<file path="src/rtl/i2c_pkg.sv">
// Shared types and constants for the I2C polling sequencer.
package i2c_pkg;

    localparam int unsigned I2C_BYTES_W = 3;
    localparam int unsigned I2C_DATA_W  = 32;
    localparam int unsigned TMR_W       = 24;

    // Default sensor: 7-bit address and register-pointer command (MSB-first).
    localparam logic [6:0]            DEF_DEV_ADR  = 7'h40;
    localparam logic [I2C_DATA_W-1:0] DEF_CMD_DATA = 32'hE300_0000;

    typedef enum logic [3:0] {
        ST_IDLE,
        ST_WR_REQ,
        ST_WR_ACK,
        ST_WR_WAIT,
        ST_CONV,
        ST_RD_REQ,
        ST_RD_ACK,
        ST_RD_WAIT,
        ST_DONE,
        ST_PERIOD
    } seq_state_t;

endpackage

</file>
<file path="src/rtl/i2c_poll_seq_cyc_timer.sv">
// Saturating cycle counter: held at zero while cleared, o_done once
// i_limit cycles have elapsed (a limit of 0 behaves as 1).
module cyc_timer
    import i2c_pkg::*;
(
    input  logic             clk,
    input  logic             rstb,
    input  logic             i_clr,
    input  logic             i_en,
    input  logic [TMR_W-1:0] i_limit,
    output logic             o_done
);

    logic [TMR_W-1:0] r_cnt;
    logic [TMR_W-1:0] w_last;

    assign w_last = (i_limit == '0) ? '0 : i_limit - 24'd1;
    assign o_done = (r_cnt >= w_last);

    // Count up from zero while enabled, saturating at all-ones.
    always_ff @(posedge clk or negedge rstb) begin
        if (!rstb) begin
            r_cnt <= '0;
        end else if (i_clr) begin
            r_cnt <= '0;
        end else if (i_en && (r_cnt != '1)) begin
            r_cnt <= r_cnt + 24'd1;
        end
    end

endmodule

</file>
<file path="src/rtl/i2c_poll_seq.sv">
// Poll sequencer driving an I2C master: pointer write, conversion wait,
// multi-byte read, result strobe; periodic or on trigger.
module i2c_poll_seq
    import i2c_pkg::*;
#(
    parameter logic [6:0]             DEV_ADR     = DEF_DEV_ADR,
    parameter logic [I2C_DATA_W-1:0]  CMD_DATA    = DEF_CMD_DATA,
    parameter logic [I2C_BYTES_W-1:0] CMD_BYTES   = 3'd1,
    parameter logic [I2C_BYTES_W-1:0] RD_BYTES    = 3'd2,
    parameter logic [TMR_W-1:0]       CONV_WAIT   = 24'd5_000_000,
    parameter logic [TMR_W-1:0]       POLL_PERIOD = 24'd10_000_000,
    parameter logic [3:0]             ACK_TMO     = 4'd8
) (
    input  logic                   clk,
    input  logic                   rstb,
    input  logic                   enable,
    input  logic                   trig,
    output logic [6:0]             i2c_adr,
    output logic                   i2c_wr,
    output logic                   i2c_rd,
    output logic [I2C_DATA_W-1:0]  i2c_wr_data,
    output logic [I2C_BYTES_W-1:0] i2c_wr_bytes,
    output logic [I2C_BYTES_W-1:0] i2c_rd_bytes,
    input  logic                   i2c_busy,
    input  logic [I2C_DATA_W-1:0]  i2c_rd_data,
    input  logic                   i2c_rd_data_en,
    output logic [I2C_DATA_W-1:0]  result,
    output logic                   result_valid,
    output logic                   err,
    output logic                   seq_busy
);

    seq_state_t            r_state;
    logic                  r_wr;
    logic                  r_rd;
    logic [3:0]            r_ack_cnt;
    logic [I2C_DATA_W-1:0] r_hold;
    logic                  r_got;
    logic [I2C_DATA_W-1:0] r_result;
    logic                  r_valid;
    logic                  r_err;
    logic                  r_seq_busy;
    logic                  w_conv_done;
    logic                  w_per_done;

    assign i2c_adr      = DEV_ADR;
    assign i2c_wr_data  = CMD_DATA;
    assign i2c_wr_bytes = CMD_BYTES;
    assign i2c_rd_bytes = RD_BYTES;
    assign i2c_wr       = r_wr;
    assign i2c_rd       = r_rd;
    assign result       = r_result;
    assign result_valid = r_valid;
    assign err          = r_err;
    assign seq_busy     = r_seq_busy;

    // Timers sit at zero outside their state, so entry always starts from 0.
    cyc_timer u_conv_tmr (
        .clk     (clk),
        .rstb    (rstb),
        .i_clr   (r_state != ST_CONV),
        .i_en    (r_state == ST_CONV),
        .i_limit (CONV_WAIT),
        .o_done  (w_conv_done)
    );

    cyc_timer u_per_tmr (
        .clk     (clk),
        .rstb    (rstb),
        .i_clr   (r_state != ST_PERIOD),
        .i_en    (r_state == ST_PERIOD),
        .i_limit (POLL_PERIOD),
        .o_done  (w_per_done)
    );

    // Sequencer FSM; request pulses and seq_busy are set on the transition
    // into the state they belong to, so they line up with that state.
    always_ff @(posedge clk or negedge rstb) begin
        if (!rstb) begin
            r_state    <= ST_IDLE;
            r_wr       <= 1'b0;
            r_rd       <= 1'b0;
            r_ack_cnt  <= '0;
            r_hold     <= '0;
            r_got      <= 1'b0;
            r_result   <= '0;
            r_valid    <= 1'b0;
            r_err      <= 1'b0;
            r_seq_busy <= 1'b0;
        end else begin
            r_wr    <= 1'b0;
            r_rd    <= 1'b0;
            r_valid <= 1'b0;
            r_err   <= 1'b0;
            case (r_state)
                ST_IDLE: begin
                    if (trig || enable) begin
                        r_state    <= ST_WR_REQ;
                        r_wr       <= 1'b1;
                        r_seq_busy <= 1'b1;
                    end
                end
                ST_WR_REQ: begin
                    r_state   <= ST_WR_ACK;
                    r_ack_cnt <= '0;
                end
                ST_WR_ACK: begin
                    if (i2c_busy) begin
                        r_state <= ST_WR_WAIT;
                    end else if (r_ack_cnt == ACK_TMO) begin
                        r_state    <= ST_IDLE;
                        r_err      <= 1'b1;
                        r_seq_busy <= 1'b0;
                    end else begin
                        r_ack_cnt <= r_ack_cnt + 4'd1;
                    end
                end
                ST_WR_WAIT: begin
                    if (!i2c_busy) begin
                        r_state <= ST_CONV;
                    end
                end
                ST_CONV: begin
                    if (w_conv_done) begin
                        r_state <= ST_RD_REQ;
                        r_rd    <= 1'b1;
                    end
                end
                ST_RD_REQ: begin
                    r_state   <= ST_RD_ACK;
                    r_ack_cnt <= '0;
                end
                ST_RD_ACK: begin
                    if (i2c_busy) begin
                        r_state <= ST_RD_WAIT;
                    end else if (r_ack_cnt == ACK_TMO) begin
                        r_state    <= ST_IDLE;
                        r_err      <= 1'b1;
                        r_seq_busy <= 1'b0;
                    end else begin
                        r_ack_cnt <= r_ack_cnt + 4'd1;
                    end
                end
                ST_RD_WAIT: begin
                    if (i2c_rd_data_en) begin
                        r_hold <= i2c_rd_data;
                        r_got  <= 1'b1;
                    end
                    if (!i2c_busy) begin
                        r_seq_busy <= 1'b0;
                        if (r_got) begin
                            r_state    <= ST_DONE;
                            r_seq_busy <= 1'b1;
                        end else begin
                            r_state <= ST_IDLE;
                            r_err   <= 1'b1;
                        end
                    end
                end
                ST_DONE: begin
                    r_result   <= r_hold;
                    r_valid    <= 1'b1;
                    r_got      <= 1'b0;
                    r_seq_busy <= 1'b0;
                    r_state    <= enable ? ST_PERIOD : ST_IDLE;
                end
                ST_PERIOD: begin
                    if (trig || (enable && w_per_done)) begin
                        r_state    <= ST_WR_REQ;
                        r_wr       <= 1'b1;
                        r_seq_busy <= 1'b1;
                    end else if (!enable) begin
                        r_state <= ST_IDLE;
                    end
                end
                default: begin
                    r_state    <= ST_IDLE;
                    r_seq_busy <= 1'b0;
                end
            endcase
        end
    end

endmodule

</file>
<file path="config.mk">
export PLATFORM = sky130hd
export DESIGN_NAME = i2c_poll_seq
export DESIGN_NICKNAME = d
export VERILOG_FILES = /design/src/rtl/i2c_pkg.sv /design/src/rtl/i2c_poll_seq_cyc_timer.sv /design/src/rtl/i2c_poll_seq.sv
export SDC_FILE = /design/constraint.sdc
export NUM_CORES = 1
export LEC_CHECK = 0
export ABC_AREA = 1
export CORE_ASPECT_RATIO = 2
export CORE_MARGIN = 2
export CORE_UTILIZATION = 35
export CTS_CLUSTER_SIZE = 16
export DETAILED_ROUTE_END_ITERATION = 16
export REMOVE_ABC_BUFFERS = 1
export SETUP_SLACK_MARGIN = 0.05
export SYNTH_ARGS = -nofsm -noshare
export SYNTH_HDL_FRONTEND = slang
export SYNTH_SLANG_ARGS = --single-unit
</file>
<file path="constraint.sdc">
create_clock -name clk -period 1.5 [get_ports clk]
set_input_delay 0.3 -clock clk [delete_from_list [all_inputs] [get_ports clk]]
set_output_delay 0.3 -clock clk [all_outputs]
set_load 0.005 [all_outputs]
</file>
Word level (Yosys, flattened, before mapping)
Cells that the tools add are included.

cells by class
  $add $sub $neg = 3
  reduce and logical (&&, ||, !) cells = 18
  order comparisons = 2
  equal/unequal tests = 24
  bitwise operators = 1
  muxes and demuxes = 39

operators with widths
  operator                                                             number
  2-to-1 mux 24 bit                                                    4
  2-to-1 mux 4 bit                                                     13
  adder 24 x 1 -> 24 bit, second input constant                        2
  inequality test 24 bit, second input constant                        2
  one-hot mux 4 bit (10 select lines)                                  1
  greater-or-equal comparator 24 x 23 -> 1 bit, second input constant  1
  greater-or-equal comparator 24 bit, second input constant            1
  == test 4 x 3 -> 1 bit, second input constant                        4
  2-to-1 mux 1 bit                                                     16
  inequality test 2 bit, second input constant                         8
  == test 4 bit, second input constant                                 3
  == test 4 x 2 -> 1 bit, second input constant                        2
  one-hot mux 4 bit (2 select lines)                                   1
  nonzero test 2 bit                                                   4
  one-hot mux 1 bit (2 select lines)                                   3
  AND reduction 6 bit                                                  1
  one-hot mux 1 bit (5 select lines)                                   1
  AND reduction 5 bit                                                  1
  adder 4 x 1 -> 4 bit, second input constant                          1
  == test 4 x 1 -> 1 bit, second input constant                        1
  zero test 4 bit                                                      1
  inequality test 4 x 3 -> 1 bit, second input constant                1
  inequality test 4 bit, second input constant                         1
  AND reduction 2 bit                                                  2
  other kinds (8)                                                      12

word-level totals
  bits in registers = 126
  output and inout bits = 82

Longest topological paths before layout
Gate-level depths: netlist of the first run.

  depth after elaboration = 5
  gate-level depth with buffers = 13
  depth with buffers taken out = 12

Modules after synthesis
From an unflattened synthesis of the first run, not the netlist that was laid out.

second synthesis, totals
  cell total of the unflattened synthesis = 1344
  area, all modules = 9489.1 sq um

by module, submodules not included
  module                  area each (sq um)  cells each  times used
  i2c_poll_seq            3774.9             411         1
  cyc_timer (u_per_tmr)   2857.7             468         1
  cyc_timer (u_conv_tmr)  2856.5             465         1

Worst setup path after synthesis of the first run
OpenSTA, ideal clock, no wires.

  path kind = reg-to-reg
  start point = register u_per_tmr.r_cnt[0]
  end point = register u_per_tmr.r_cnt[18]
  setup slack = -0.109 ns
  stages on the path, launching flop included = 9
  path buffers = 1
  data arrival time = 1.544 ns
  cells stage by stage = dfrtp_1 -> ha_1 -> inv_2 -> nor2_8 -> nand2_4 -> nor4_4 -> nand3_4 -> buf_6 -> nand2_1

on the way
  cells in the longest elaborated chain, start to end = 3
  elaborated cells on any way between the ends = 6
  classes of those cells = 1 x add/sub; 1 x eq/ne; 2 x mux; 2 x reduce/logical

ends and longest elaborated chain
  what                                                                     line                                                        source
  start: declaration                                                       i2c_poll_seq_cyc_timer.sv:14                                logic [TMR_W-1:0] r_cnt;
  start signal: assignment                                                 i2c_poll_seq_cyc_timer.sv:27                                r_cnt <= r_cnt + 24'd1;
  adder 24 x 1 -> 24 bit / inequality test 24 bit (equally long branches)  i2c_poll_seq_cyc_timer.sv:27, i2c_poll_seq_cyc_timer.sv:26
  2-to-1 mux 24 bit / logical AND 1 bit (equally long branches)            i2c_poll_seq_cyc_timer.sv:26                                end else if (i_en && (r_cnt != '1)) begin
  2-to-1 mux 24 bit / nonzero test 2 bit (equally long branches)           --

Several ways; a longest one is shown, not always the timed one. The select of a mux whose other input is x is not followed.
A chain may end at the register's enable or synchronous reset.

Final worst setup path of the first run
  start point = register u_per_tmr.r_cnt[4]
  end point = register u_per_tmr.r_cnt[0]

on the way
  cells in the longest elaborated chain, start to end = 3

ends and longest elaborated chain
  what                          line
  inequality test 24 bit        i2c_poll_seq_cyc_timer.sv:26
  logical AND 1 bit             i2c_poll_seq_cyc_timer.sv:26
  nonzero test 2 bit (no line)  --

Every way passes these cells.

==> results of run 1 <==
sequential cells by signal, summed over array words and instances (netlist names):
name              cells
err                   1
i2c_rd                1
i2c_wr                1
r_ack_cnt             4
r_got                 1
r_hold               32
r_state               4
result               32
result_valid          1
seq_busy              1
u_conv_tmr.r_cnt     24
u_per_tmr.r_cnt      24
logic make-up after synthesis:
| kind of cell | synth area share (%) |
|---|---|
| compound gates | 7.50 |
| xor+xnor | 0.765 |
| fa+ha+maj | 0.729 |
| buf+inv | 11.7 |
| flops | 45.9 |
| mux | 4.04 |
| other cells | 0.109 |
| simple gates | 29.2 |
critical path, delay by kind of cell, from the launching register on:
family / cells / cell delay (ns)
simple gates: 6 / 0.71
flops: 1 / 0.43
buf+inv: 2 / 0.31
compound gates: 1 / 0.05
cell usage after synthesis, types with 2 or more instances:
master,n,area (um2)
nand4_2,2,25.0
nand4_1,14,87.6
nor2_1,80,300
mux2_4,14,210
nor3_2,6,60.1
nand2_1,229,860
o211a_1,2,20.0
dfrtp_1,126,3150
nand3_1,57,285
conb_1,2,7.51
inv_1,86,323
or2_2,5,31.3
inv_2,8,30.0
o21ai_1,7,35.0
ha_1,4,50.1
a31oi_1,8,50.1
mux2_2,6,67.6
a21oi_1,26,130
nand2_2,8,50.1
nor2_2,4,25.0
o31ai_1,5,37.5
buf_2,8,40.0
buf_6,4,45.0
clkbuf_1,3,11.3
o21ai_0,39,195
nor2_4,4,45.0
buf_4,47,353
xor2_1,5,43.8
nor3_1,19,95.1
nor4_1,4,25.0
nand2_4,2,22.5
worst max path at each step:
stage	startpoint	endpoint	cells after the start
2_1_floorplan	r_state[3]$_DFFE_PN0P_	result[0]$_DFFE_PN0P_	6
3_3_place_gp	enable	r_state[0]$_DFFE_PN0P_	10
3_5_place_dp	u_conv_tmr.r_cnt[0]$_DFFE_PN0P_	u_conv_tmr.r_cnt[4]$_DFFE_PN0P_	9
4_1_cts	u_per_tmr.r_cnt[0]$_DFFE_PN0P_	u_per_tmr.r_cnt[0]$_DFFE_PN0P_	8
5_1_grt	u_conv_tmr.r_cnt[0]$_DFFE_PN0P_	r_state[2]$_DFFE_PN0P_	12
6_report	u_per_tmr.r_cnt[4]$_DFFE_PN0P_	u_per_tmr.r_cnt[0]$_DFFE_PN0P_	9
layout make-up:
class / instances / area share (%)
clock buffers: 18 / 4.16
clock inverters: 14 / 1.42
inverters: 94 / 3.59
multi-input cells: 611 / 36.3
flip-flops and latches: 126 / 30.8
well taps: 259 / 3.14
repair buffers: 236 / 20.6
per-stage QoR:
stage / area [um2] / hold WS [ns] / power (W) / worst slack [ns] / util (%)
2_1_floorplan: 6580 / 0.00441 / 0.00636 / -0.484 / -
3_3_place_gp: 8760 / 0.210 / 0.00808 / -0.187 / 45.5
3_5_place_dp: 8760 / 0.212 / 0.00813 / -0.232 / 45.5
4_1_cts: 9780 / 0.368 / 0.0121 / -0.127 / 50.7
5_1_grt: 10300 / 0.385 / 0.0131 / -0.222 / 53.5
6_report: 10300 / 0.350 / 0.0124 / -0.118 / 53.5
layer usage:
| metal | share of wire, % | up-vias | global-route usage [%] |
|---|---|---|---|
| li1 | - | 3134 | - |
| met1 | 35 | 3058 | 19.7 |
| met2 | 56 | 171 | 36.0 |
| met3 | 2.9 | 72 | 3.39 |
| met4 | 6.2 | 0 | 13.7 |
| met5 | 0 | - | 0 |
power groups by stage:
stage               logic [W]  clock network (W)  registers, W
floorplan             0.00157                  0       0.00479
global placement      0.00327                  0       0.00480
detailed placement    0.00332                  0       0.00481
CTS                   0.00321            0.00414       0.00476
global route          0.00391            0.00433       0.00489
finish                0.00353            0.00407       0.00478
repair_timing:
item / 4_1_cts / 5_1_grt
hold endpoints to repair: 28 / 0
hold buffers: 1 / 0
pin swaps: 32 / 31
buffers inserted: 9 / 10
resized for setup: 154 / 107
cloned: 2 / 3
setup endpoints to repair: 126 / 122
==> impl_metrics.json, run 1 <==
{
  "clockBufferDepth": 2,
  "worst_pin_slew_ns": 0.522,
  "clock.fmax_mhz": 618,
  "drive_above_1_share_pct": 36.2,
  "hp-class": "primary input to async pin",
  "relSlewSlack_pct": 65.1,
  "multi_input_area_mm2": 0.00374,
  "power_frac_clock_pct": 32.9,
  "antenna_found_initial": 0,
  "grt_setup_unrepaired": "true",
  "yosysWarningCount": 0,
  "fin_cells": 1358,
  "clk_latency_ns": 0.42,
  "crit_path_max_incr_delay_ns": 0.43,
  "wl_um": 20300,
  "swShare_pct": 31.4,
  "vias": 6435,
  "nFillCells": 1776,
  "pwr-share-comb_pct": 28.5,
  "rrSetupSlack_ns": -0.12,
  "nets": 1128,
  "synth.distinct_cells": 45,
  "hold_viol_final": 0,
  "max_cap_viol_count": 0,
  "port_buffers": 74,
  "path_cells": "nand2_4 > buf_4 > nor2_2 > nand2_2 > nor3_4 > nand3_4 > buf_12 > nand3_1 > o21ai_2",
  "grt_pass1_wl_um": 31900,
  "powerDensity_mw_per_mm2": 1200,
  "place_inst": 1302,
  "drt_iter0_drc": 211,
  "setup_ws_ns": -0.118,
  "fp.dieW_um": 103,
  "design.die.area_mm2": 0.0208,
  "outcome": "finished, violations left",
  "async_flop_share_pct": 100,
  "syn_avg_cell_area_um2": 8.10,
  "ctsHtreeMaxLevel": 4,
  "design.core.area_mm2": 0.0193,
  "setup_viol": 51,
  "fp.dieH_um": 202,
  "first_global_vias": 6483,
  "critPathCaptureType": "flop",
  "syn2layout_area_growth_pct": 50.2,
  "wl_per_cell_um": 14.9,
  "cp_slowest_cell": "dfrtp_1",
  "firstDrtPassIters": 4,
  "rows": 72,
  "synth-seq-cells": 126,
  "most-common-layout-cells": "204 x nand2_1, 133 x buf_4, 110 x dfrtp_1",
  "overflow": 0,
  "dpl.hpwl_um": 14500,
  "r2r_end": "u_per_tmr.r_cnt[0]$_DFFE_PN0P_",
  "clkTransAtPathRegs_ns": 0.06,
  "cp-start-kind": "flop",
  "layout_commonest_cell": "nand2_1",
  "rr_worst_depth": 9,
  "cts_tree": "done",
  "postRouteAntennaNets": 0,
  "r2r-start": "u_per_tmr.r_cnt[4]$_DFFE_PN0P_",
  "start_util_pct": 35.6,
  "p_int_w": 0.00849,
  "required_ns": 1.81,
  "synth_ff_type": "dfrtp_1",
  "cp.arrival_ns": 1.93,
  "regArea_mm2": 0.00317,
  "setup_tns_ns": -2.90,
  "fin_crit_sh_pct": 108,
  "seq_area_frac_synth_pct": 45.9,
  "ios": 120,
  "antenna_cells": 0,
  "synth_area_mm2": 0.00687,
  "violations": "setup timing",
  "netlist_instances": 848,
  "slew_violations": 0,
  "route.detailed.drc": 0,
  "synth_edf_count": 0,
  "grt_start_max_net_pins": 45,
  "leakagePower_nw": 5.30,
  "p_sw_w": 0.00389,
  "via_per_inst": 4.74,
  "cts_inserted_buffers": 17,
  "grt_use_total_pct": 19.9,
  "crit_type": "flop to flop",
  "pwr-share-seq_pct": 38.6,
  "critPathMaxFanout": 4,
  "fin_crit_ns": 1.62,
  "clock-root-buffer": "clkbuf_16",
  "ir_drop_mv": 0.997,
  "fin_skew_ns": 0.00864,
  "gp_congestion": 0.921,
  "cts_num_sinks": 126
}
Note: power is estimated with default switching activity, not from simulation.
==> run 2: changes to the inputs <==
- HOLD_SLACK_MARGIN: not set -> 0.05
==> results of run 2 <==
Same layout as run 1: the final DEF is identical, and so are final timing and power.
